$ cat src/rtl/ex_muldiv_unit.sv
// ex_muldiv_unit: iterative multiply/divide unit for the EX stage.
//
// Takes the same forwarded operands as the ALU and produces a 2*WIDTH-bit
// product, or a quotient and remainder, in HI/LO. Every operation takes a
// fixed WIDTH+1 cycles after the launch edge, whatever the data. busy_o
// stalls the pipeline through the hazard unit.
//
// Ports:
//   clk_i    - clock; all state changes on the rising edge
//   rst_i    - synchronous, active-high reset; overrides everything
//   start_i  - launch an operation; only looked at in IDLE
//   flush_i  - synchronous abort; wins over start_i and over a running op
//   op_i     - 00 MULT, 01 MULTU, 10 DIV, 11 DIVU
//   data1_i  - operand A (multiplicand / dividend), forwarded rs
//   data2_i  - operand B (multiplier / divisor), forwarded rt/imm
//   busy_o   - high while an operation is in flight
//   done_o   - one-cycle pulse: HI/LO were written at the previous edge
//   hi_o     - HI register (upper half of product / remainder)
//   lo_o     - LO register (lower half of product / quotient)
module ex_muldiv_unit #(
    parameter int WIDTH = 32
) (
    input  logic             clk_i,
    input  logic             rst_i,
    input  logic             start_i,
    input  logic             flush_i,
    input  logic [1:0]       op_i,
    input  logic [WIDTH-1:0] data1_i,
    input  logic [WIDTH-1:0] data2_i,
    output logic             busy_o,
    output logic             done_o,
    output logic [WIDTH-1:0] hi_o,
    output logic [WIDTH-1:0] lo_o
);

    localparam int CW = $clog2(WIDTH);

    localparam logic [CW-1:0]      CNT_ZERO  = {CW{1'b0}};
    localparam logic [CW-1:0]      CNT_ONE   = {{(CW-1){1'b0}}, 1'b1};
    localparam logic [CW-1:0]      CNT_LAST  = {CW{1'b1}} >> (CW - $clog2(WIDTH));
    localparam logic [WIDTH-1:0]   ZERO_W    = {WIDTH{1'b0}};
    localparam logic [WIDTH-1:0]   ONES_W    = {WIDTH{1'b1}};
    localparam logic [WIDTH-1:0]   ONE_W     = {{(WIDTH-1){1'b0}}, 1'b1};
    localparam logic [2*WIDTH-1:0] ONE_2W    = {{(2*WIDTH-1){1'b0}}, 1'b1};
    localparam logic [WIDTH:0]     ZERO_W1   = {(WIDTH+1){1'b0}};

    typedef enum logic [1:0] {
        ST_IDLE = 2'b00,
        ST_CALC = 2'b01,
        ST_FIN  = 2'b10
    } state_t;

    // Two's-complement negation at operand width.
    function automatic logic [WIDTH-1:0] neg_w(input logic [WIDTH-1:0] v);
        neg_w = ~v + ONE_W;
    endfunction

    // Two's-complement negation at product width.
    function automatic logic [2*WIDTH-1:0] neg_2w(input logic [2*WIDTH-1:0] v);
        neg_2w = ~v + ONE_2W;
    endfunction

    // Absolute value when the operand is a negative signed value, raw otherwise.
    function automatic logic [WIDTH-1:0] magnitude(input logic [WIDTH-1:0] v,
                                                   input logic             is_neg);
        magnitude = is_neg ? neg_w(v) : v;
    endfunction

    state_t             state_r;
    state_t             state_next_s;
    logic               busy_r;
    logic               done_r;
    logic [WIDTH-1:0]   hi_r;
    logic [WIDTH-1:0]   lo_r;

    logic               is_div_r;
    logic               sign_a_r;
    logic               sign_b_r;
    logic [WIDTH-1:0]   mag_b_r;
    logic [WIDTH-1:0]   raw_a_r;
    // rem_r is the running high half (product) or partial remainder (divide);
    // quo_r starts as |A| and shifts into the low half / quotient.
    logic [WIDTH-1:0]   rem_r;
    logic [WIDTH-1:0]   quo_r;
    logic [CW-1:0]      cnt_r;

    logic               launch_s;
    logic               neg_a_s;
    logic               neg_b_s;
    logic [WIDTH:0]     mul_sum_s;
    logic [WIDTH:0]     div_shift_s;
    logic [WIDTH:0]     div_diff_s;
    logic [WIDTH-1:0]   rem_step_s;
    logic [WIDTH-1:0]   quo_step_s;
    logic [2*WIDTH-1:0] prod_s;
    logic [WIDTH-1:0]   fin_hi_s;
    logic [WIDTH-1:0]   fin_lo_s;

    assign launch_s = (state_r == ST_IDLE) && start_i && !flush_i;
    // op_i[0]=0 selects the signed variants.
    assign neg_a_s  = ~op_i[0] & data1_i[WIDTH-1];
    assign neg_b_s  = ~op_i[0] & data2_i[WIDTH-1];

    assign busy_o = busy_r;
    assign done_o = done_r;
    assign hi_o   = hi_r;
    assign lo_o   = lo_r;

    // State register; busy is registered from the next state so it tracks state exactly
    always_ff @(posedge clk_i) begin
        if (rst_i) begin
            state_r <= ST_IDLE;
            busy_r  <= 1'b0;
        end else begin
            state_r <= state_next_s;
            busy_r  <= (state_next_s != ST_IDLE);
        end
    end

    // Next-state decode: flush aborts CALC/FIN, the last CALC step moves to FIN
    always_comb begin
        state_next_s = state_r;
        case (state_r)
            ST_IDLE: begin
                if (launch_s) begin
                    state_next_s = ST_CALC;
                end else begin
                    state_next_s = ST_IDLE;
                end
            end
            ST_CALC: begin
                if (flush_i) begin
                    state_next_s = ST_IDLE;
                end else if (cnt_r == CNT_LAST) begin
                    state_next_s = ST_FIN;
                end else begin
                    state_next_s = ST_CALC;
                end
            end
            ST_FIN: begin
                state_next_s = ST_IDLE;
            end
            default: begin
                state_next_s = ST_IDLE;
            end
        endcase
    end

    // One radix-2 step: shift-add for multiply, restoring shift-subtract for divide
    always_comb begin
        mul_sum_s   = {1'b0, rem_r} + (quo_r[0] ? {1'b0, mag_b_r} : ZERO_W1);
        div_shift_s = {rem_r, quo_r[WIDTH-1]};
        // Top bit set means the trial subtraction borrowed (partial < divisor).
        div_diff_s  = div_shift_s - {1'b0, mag_b_r};
        rem_step_s  = rem_r;
        quo_step_s  = quo_r;
        if (is_div_r) begin
            if (!div_diff_s[WIDTH]) begin
                rem_step_s = div_diff_s[WIDTH-1:0];
                quo_step_s = {quo_r[WIDTH-2:0], 1'b1};
            end else begin
                rem_step_s = div_shift_s[WIDTH-1:0];
                quo_step_s = {quo_r[WIDTH-2:0], 1'b0};
            end
        end else begin
            rem_step_s = mul_sum_s[WIDTH:1];
            quo_step_s = {mul_sum_s[0], quo_r[WIDTH-1:1]};
        end
    end

    // Sign correction and divide-by-zero override applied when leaving FIN
    always_comb begin
        prod_s   = {rem_r, quo_r};
        fin_hi_s = hi_r;
        fin_lo_s = lo_r;
        if (is_div_r) begin
            if (mag_b_r == ZERO_W) begin
                // Divide by zero: all-ones quotient, dividend passed through untouched.
                fin_hi_s = raw_a_r;
                fin_lo_s = ONES_W;
            end else begin
                fin_lo_s = (sign_a_r ^ sign_b_r) ? neg_w(quo_r) : quo_r;
                fin_hi_s = sign_a_r ? neg_w(rem_r) : rem_r;
            end
        end else begin
            if (sign_a_r ^ sign_b_r) begin
                prod_s = neg_2w({rem_r, quo_r});
            end else begin
                prod_s = {rem_r, quo_r};
            end
            fin_hi_s = prod_s[2*WIDTH-1:WIDTH];
            fin_lo_s = prod_s[WIDTH-1:0];
        end
    end

    // Operand capture at launch, iteration in CALC, HI/LO write-back and done pulse in FIN
    always_ff @(posedge clk_i) begin
        if (rst_i) begin
            is_div_r <= 1'b0;
            sign_a_r <= 1'b0;
            sign_b_r <= 1'b0;
            mag_b_r  <= ZERO_W;
            raw_a_r  <= ZERO_W;
            rem_r    <= ZERO_W;
            quo_r    <= ZERO_W;
            cnt_r    <= CNT_ZERO;
            hi_r     <= ZERO_W;
            lo_r     <= ZERO_W;
            done_r   <= 1'b0;
        end else begin
            done_r <= 1'b0;
            case (state_r)
                ST_IDLE: begin
                    if (launch_s) begin
                        is_div_r <= op_i[1];
                        sign_a_r <= neg_a_s;
                        sign_b_r <= neg_b_s;
                        quo_r    <= magnitude(data1_i, neg_a_s);
                        mag_b_r  <= magnitude(data2_i, neg_b_s);
                        raw_a_r  <= data1_i;
                        rem_r    <= ZERO_W;
                        cnt_r    <= CNT_ZERO;
                    end
                end
                ST_CALC: begin
                    if (!flush_i) begin
                        rem_r <= rem_step_s;
                        quo_r <= quo_step_s;
                        cnt_r <= cnt_r + CNT_ONE;
                    end
                end
                ST_FIN: begin
                    if (!flush_i) begin
                        hi_r   <= fin_hi_s;
                        lo_r   <= fin_lo_s;
                        done_r <= 1'b1;
                    end
                end
                default: begin
                    done_r <= 1'b0;
                end
            endcase
        end
    end

endmodule

$ cat config.mk
export PLATFORM = sky130hd
export DESIGN_NAME = ex_muldiv_unit
export DESIGN_NICKNAME = d
export VERILOG_FILES = /design/src/rtl/ex_muldiv_unit.sv
export SDC_FILE = /design/constraint.sdc
export NUM_CORES = 1
export LEC_CHECK = 0
export CAP_MARGIN = 5
export CORE_ASPECT_RATIO = 1.5
export CORE_UTILIZATION = 29
export DETAILED_ROUTE_END_ITERATION = 12
export GPL_TIMING_DRIVEN = 0
export PLACE_DENSITY = 0.46
export SYNTH_ARGS = -nofsm -noshare
export SYNTH_HDL_FRONTEND = slang
export SYNTH_SLANG_ARGS = --single-unit
$ cat constraint.sdc
create_clock -name clk_i -period 4.5 [get_ports clk_i]
set_input_delay 0.9 -clock clk_i [delete_from_list [all_inputs] [get_ports clk_i]]
set_output_delay 0.9 -clock clk_i [all_outputs]
set_load 0.005 [all_outputs]
Word level (Yosys, flattened, before mapping)
Cells that the tools add are included.
Cells by class
  multipliers: 0
  $lt $le $gt $ge: 0
  equality and inequality tests: 5
  bitwise operators: 11
  shift-type cells: 0
  reductions and logical operators: 11
  mux-type cells: 28
  $add $sub $neg: 8
  div/mod/pow operators: 0
Operators with widths (number)
  $mux W32: 16
  $add A32 B1 Y32 const B: 4
  $not A32 Y32: 4
  $pmux W32 S2: 2
  $add A64 B1 Y64 const B: 1
  $mux W64: 1
  $not A64 Y64: 1
  $add A32 B32 Y33: 1
  $sub A33 B32 Y33: 1
  $logic_not A32 Y1: 1
  $mux W5: 2
  $pmux W5 S2: 1
  $add A5 B1 Y5 const B: 1
  $eq A5 B5 Y1 const B: 1
  $mux W2: 2
  $ne A2 B2 Y1 const B: 2
  $pmux W2 S2: 1
  $reduce_and A2 Y1: 2
  $reduce_bool A2 Y1: 2
  $mux W1: 3
  $not A1 Y1: 3
  $reduce_and A3 Y1: 1
  $and A1 B1 Y1: 2
  $eq A2 B1 Y1 const B: 1
  other kinds (6): 7
Word-level totals
  register bits: 204
  bits in writable memories: 0
  latch bits: 0
  memories: 0
  input bits: 70
  ROM bits: 0

Depth between registers and ports, before layout
  word-level depth: 6
  mapped depth: 14
  depth with buffers taken out: 13

Worst setup path before layout
No wires, ideal clock.
  path type: input-to-reg
  start: input data2_i[8]
  end: register mag_b_r[26]
  arrival: 3.282 ns
  cell stages on the path: 8
  setup slack: 1.133 ns
  required time: 4.414 ns
  setup time: 0.086 ns
  cell sequence: or4_4 or3_1 or2_1 or4_4 or3_4 o31ai_4 xor2_1 a211oi_1
Between the ends
  cells in the longest elaborated chain, start to end: 3
RTL lines
  from (decl): RTL line 29  | input logic [WIDTH-1:0] data2_i,
  $not A32 Y32: RTL line 55  | neg_w = ~v + ONE_W;
  $add A32 B1 Y32: RTL line 55
  $mux W32: RTL line 66  | magnitude = is_neg ? neg_w(v) : v;
  to (signal assigned): RTL line 219  | mag_b_r <= magnitude(data2_i, neg_b_s);
  to (decl): RTL line 79  | logic [WIDTH-1:0] mag_b_r;
Every way passes these cells.
A chain may end at the register's enable or synchronous reset.

Final worst setup path
  start: register quo_r[0]
  end: register rem_r[30]
Between the ends
  cells in the longest elaborated chain, start to end: 5
RTL lines
  from (decl): RTL line 84  | logic [WIDTH-1:0] quo_r;
  from (signal assigned): RTL line 218  | quo_r <= magnitude(data1_i, neg_a_s);
  from (signal assigned): RTL line 228  | quo_r <= quo_step_s;
  $mux W32: RTL line 151  | mul_sum_s = {1'b0, rem_r} + (quo_r[0] ? {1'b0, mag_b_r} : ZERO_W1);
  $add A32 B32 Y33: RTL line 151
  $mux W32: RTL line 157  | if (is_div_r) begin
  $mux W32: RTL line 226  | if (!flush_i) begin
  $pmux W32 S2: RTL line 212  | case (state_r)
  to (signal assigned): RTL line 227  | rem_r <= rem_step_s;
  to (decl): RTL line 83  | logic [WIDTH-1:0] rem_r;
Every way passes these cells. The select of a mux whose other input is x is not followed.

==> run summary <==
The run finished with clean final reports. Among all flip-flop cells after synthesis, the most frequent one is dfxtp_1. The number of warnings issued by yosys was 0. The tools report the internal power component as 3.527 mW.

Power comes to 5.257 mW. The tools report the wire length of the first global-routing pass as 107.5 mm. The clock insertion delay at the later pin of the skew report was 0.56 ns.

In this run the worst path has a maximum fanout of 10. The number of global-route vias before repair was 16.34k. The library cell occupying the most area in the post-synthesis netlist was dfxtp_1. The count of cells in the finished layout, fillers not included, comes to 2,985. For this run the aggregate overflow at the end of global routing stands at 0. Before antenna repair, the detailed router went through 6 iterations. In this run the vertical extent of the chip is 285.1 um. The setup clock skew after layout was 0.01710 ns. The combinational group share of total power was 21.8%.

Dividing total power by cell area gives a power density of 283.3 nW/um^2. The final-report hold violation count is 0, and the final setup slack of the worst path is 0.1460 ns. Together, buffers and inverters on the worst path number 2.

STA classifies the critical path startpoint as a register. The tools report the clock tree root driver cell as clkbuf_16. The antenna violation net count after detailed routing is 0, and the transition time at the pin with the least slew margin is 1.141 ns. Across the run, the number of max-cap violations was 0. The number of buffers created by CTS is 24, and the post-cts sizing count is 7.

The run gives 0 as the number of antenna violations at the first check in global routing. For this run, global-route usage on met2 was measured as 50.56%. The total number of clock tree sinks was 204. Setup repair after global routing left no endpoint under its margin.

In this run the core area contains 103 standard-cell rows. For the clock share of power, the log shows 41.2%. The critical path's slowest cell was dfxtp_1.

After synthesis, flip-flops and latches occupy 26.36% of the total area. The fmax was 0.2297 GHz; the total detailed-routing wirelength was 73.69 mm. The share of total power in sequential cells was 36.9%; the normalized max-slew margin was 23.41%. The worst path uses 96.75% of the clock period. Global routing consumed, on the met1 layer, 26.84% of the routing resources. The count of port buffers added during placement was 135.

Entering global routing, the biggest net connects 13 pins. After detailed routing, the number of vias per cell comes to 5.533. The tools report the net count after synthesis as 2,267. The DRC violation count after routing was 0. The cell count after synthesis came out at 2,125.

The count of pins over their slew limit is 0. By area the synthesized netlist is led by dfxtp_1 26%, a21oi_1 7.1%, nor2_1 6.9%. The highest cell delay on the worst timing path is 0.59 ns, and the overall global routing resource usage is 26.71%. The synthesized netlist occupies a cell area of 15,490 um^2. For the worst setup path, the data required time is 4.99 ns.

Yosys mapped a number of flops with a built-in enable equal to 0. The path class of the tightest hold or removal check is register to register. The critical path in this run is classified as register to register. Before CTS, the worst setup slack after placement is -0.6023 ns. The tools report the maximum vdd drop as 248.8 uV. Walking the worst path, the cells encountered are inv_1 > clkbuf_2 > nor2_1 > ha_1 > a21o_1 > a21o_1 > a221o_1 > a311o_1 > a21oi_1 > o21ai_0 > xnor2_1 > a221o_1 > a31oi_1. In the final routed layout, each cell accounts on average for 24.69 um. The final design instance area without fill is 18,560 um^2.

The clock slew seen by the registers of the worst setup and hold paths came out at 0.07 ns. The portion of synthesized cell area occupied by the leading cell type came out at 26.36%. The die covers 54,360 um^2. TritonCTS built the clock tree. The floorplan die width is 190.7 um, and the placed cell count is 2,942. The endpoint kind of the worst setup timing path is a register. The logs give 1 for the H-tree depth and 4.84 ns for the arrival time at the worst endpoint. The number of buffers inserted to repair setup after CTS is 0. Number of nets in the final layout: 2,428. The final critical delay including setup and external delays is 4.354 ns, and the hold buffer count at cts is 0. Summed over all failing endpoints, the final setup total negative slack is 0 ns. For this design the static power due to leakage is 6.914 nW. The layer carrying the most global-route usage is met2. The run gives 971 as the initial DRC count. The final setup violation count is 0, and the global-route track usage on met3 is 2.818%.

Once placement finished, the instance area stood at 17,700 um^2. The initial utilization of the core area, before any placement, comes to 29.39%. Net switching is 32.92% of the power. The run gives 60.05 mm as the final HPWL from detailed placement.

The average cell area after synthesis was 7.290 um^2; the share of flip-flops with an asynchronous set or reset after synthesis was 0%. Pin placement for this block handled 136 I/O pins. The proportion of layout cells with a drive suffix above 1 is 3.387%. The detailed router placed 16.52k vias in this run. Counting flops and latches in the post-synthesis netlist gives 204.

Number of fillers in the final layout: 5,646. The post-synthesis to final-layout area growth is 19.79%. The number of antenna diodes in the final layout is 0. At the end of routability-driven placement, the weighted congestion stood at 0.9580.

Cell class contributing the biggest share of worst-path delay: compound AO/OA/AOI/OAI gates. The number of different library cells used by synthesis comes to 74. In this run the power spent charging and discharging nets is 1.731 mW.

The region available for standard cell placement spans 52,710 um^2. The longest clock path from root to sink contains 3 buffers.
## cell usage after synthesis (10+ instances only)
cell type    n
o21bai_1    10
nand2_1    216
nor2b_1     16
or3_1       27
buf_1       13
a31oi_1     16
a311oi_1    11
inv_1       57
xnor2_1     94
o31ai_1     19
nand4_1     17
a211oi_1   101
o211ai_1    29
dfxtp_1    204
a22oi_1     17
o21ai_0    116
nand3_1     23
or4_1       16
ha_1        70
a21o_1      34
nand2b_1    22
nor2_1     283
a21oi_1    220
xor2_1     102
clkbuf_1   139
nor4_1      30
and3_1      10
mux2i_1     39
nor3_1      51
## worst register-to-register path, cell delays in order, from the launching register on
cell	delay [ns]
dfxtp_1	0.59
inv_1	0.38
clkbuf_2	0.34
nor2_1	0.15
ha_1	0.31
a21o_1	0.19
a21o_1	0.17
a221o_1	0.37
a311o_1	0.36
a21oi_1	0.50
o21ai_0	0.31
xnor2_1	0.18
a221o_1	0.32
a31oi_1	0.13
## routing by layer
metal / wire (um) / part of all wire, % / vias up
li1: - / - / 7918
met5: 0 / 0 / -
met1: 26050 / 35 / 7817
met2: 38820 / 53 / 585
met4: 5636 / 7.6 / 0
met3: 3178 / 4.3 / 197
## layout by cell type, fill, tap and decap left out, types with 23 or more instances in the layout
cell type	instances
a211oi_1	99
a21o_1	34
a21oi_1	220
clkbuf_1	145
clkbuf_16	25
clkdlybuf4s50_1	135
dfxtp_1	204
ha_1	70
inv_1	57
mux2i_1	39
nand2_1	216
nand3_1	23
nor2_1	283
nor3_1	50
nor4_1	30
o211ai_1	29
o21ai_0	115
or3_1	27
xnor2_1	94
xor2_1	102
## layout make-up
class / instances / area (um^2) / share of cell area (%)
multi-input cells: 1703 / 10600 / 57.12
well taps: 682 / 853.3 / 4.598
flip-flops and latches: 204 / 4084 / 22.01
plain buffers: 160 / 619.3 / 3.338
clock buffers: 33 / 675.6 / 3.641
clock inverters: 10 / 155.1 / 0.8361
inverters: 58 / 217.7 / 1.173
repair buffers: 135 / 1351 / 7.282
## final timing paths
path | depth (start not counted) | slack (ns) | from | to
worst max-delay path | 13 | 0.15 | quo_r[0]$_SDFFE_PP0P_ | rem_r[30]$_SDFFE_PP0P_
worst min-delay path | 2 | 0.46 | cnt_r[4]$_SDFFE_PP0P_ | cnt_r[4]$_SDFFE_PP0P_
worst max register to register | 13 | 0.15 | quo_r[0]$_SDFFE_PP0P_ | rem_r[30]$_SDFFE_PP0P_
worst min register to register | 2 | 0.46 | cnt_r[4]$_SDFFE_PP0P_ | cnt_r[4]$_SDFFE_PP0P_
## stage by stage
step / util, % / hold WS [ns]
5_1_grt: 35.21 / 0.4748
4_1_cts: 35.20 / 0.4614
6_report: 35.21 / 0.4568
3_5_place_dp: 33.58 / 0.4511
3_3_place_gp: 33.57 / 0.4461
2_1_floorplan: - / 0.4287
## logic make-up after synthesis
kind of cell,share of synthesized area (%)
buffers and inverters,5.347
and+or+nand+nor,22.22
muxes,2.593
adders and majority gates,5.912
AOI/OAI and AO/OA,26.48
DFF,26.36
xor gates and xnor gates,11.08
## registers in the layout, indices dropped and copies added (netlist names)
register and flops:
hi_o 32, mag_b_r 32, cnt_r 5, quo_r 32, sign_b_r 1, state_r 2
sign_a_r 1, busy_o 1, done_o 1, rem_r 32, raw_a_r 32, lo_o 32
is_div_r 1
## power groups by stage
stage | sequential, mW | combinational, mW | clock (mW)
floorplan | 1.95 | 0.692 | 0
global placement | 1.98 | 1.13 | 0
detailed placement | 1.98 | 1.13 | 0
CTS | 1.94 | 1.14 | 2.19
global route | 1.95 | 1.23 | 2.25
finish | 1.94 | 1.15 | 2.17
(Power assumes the default switching activity.)
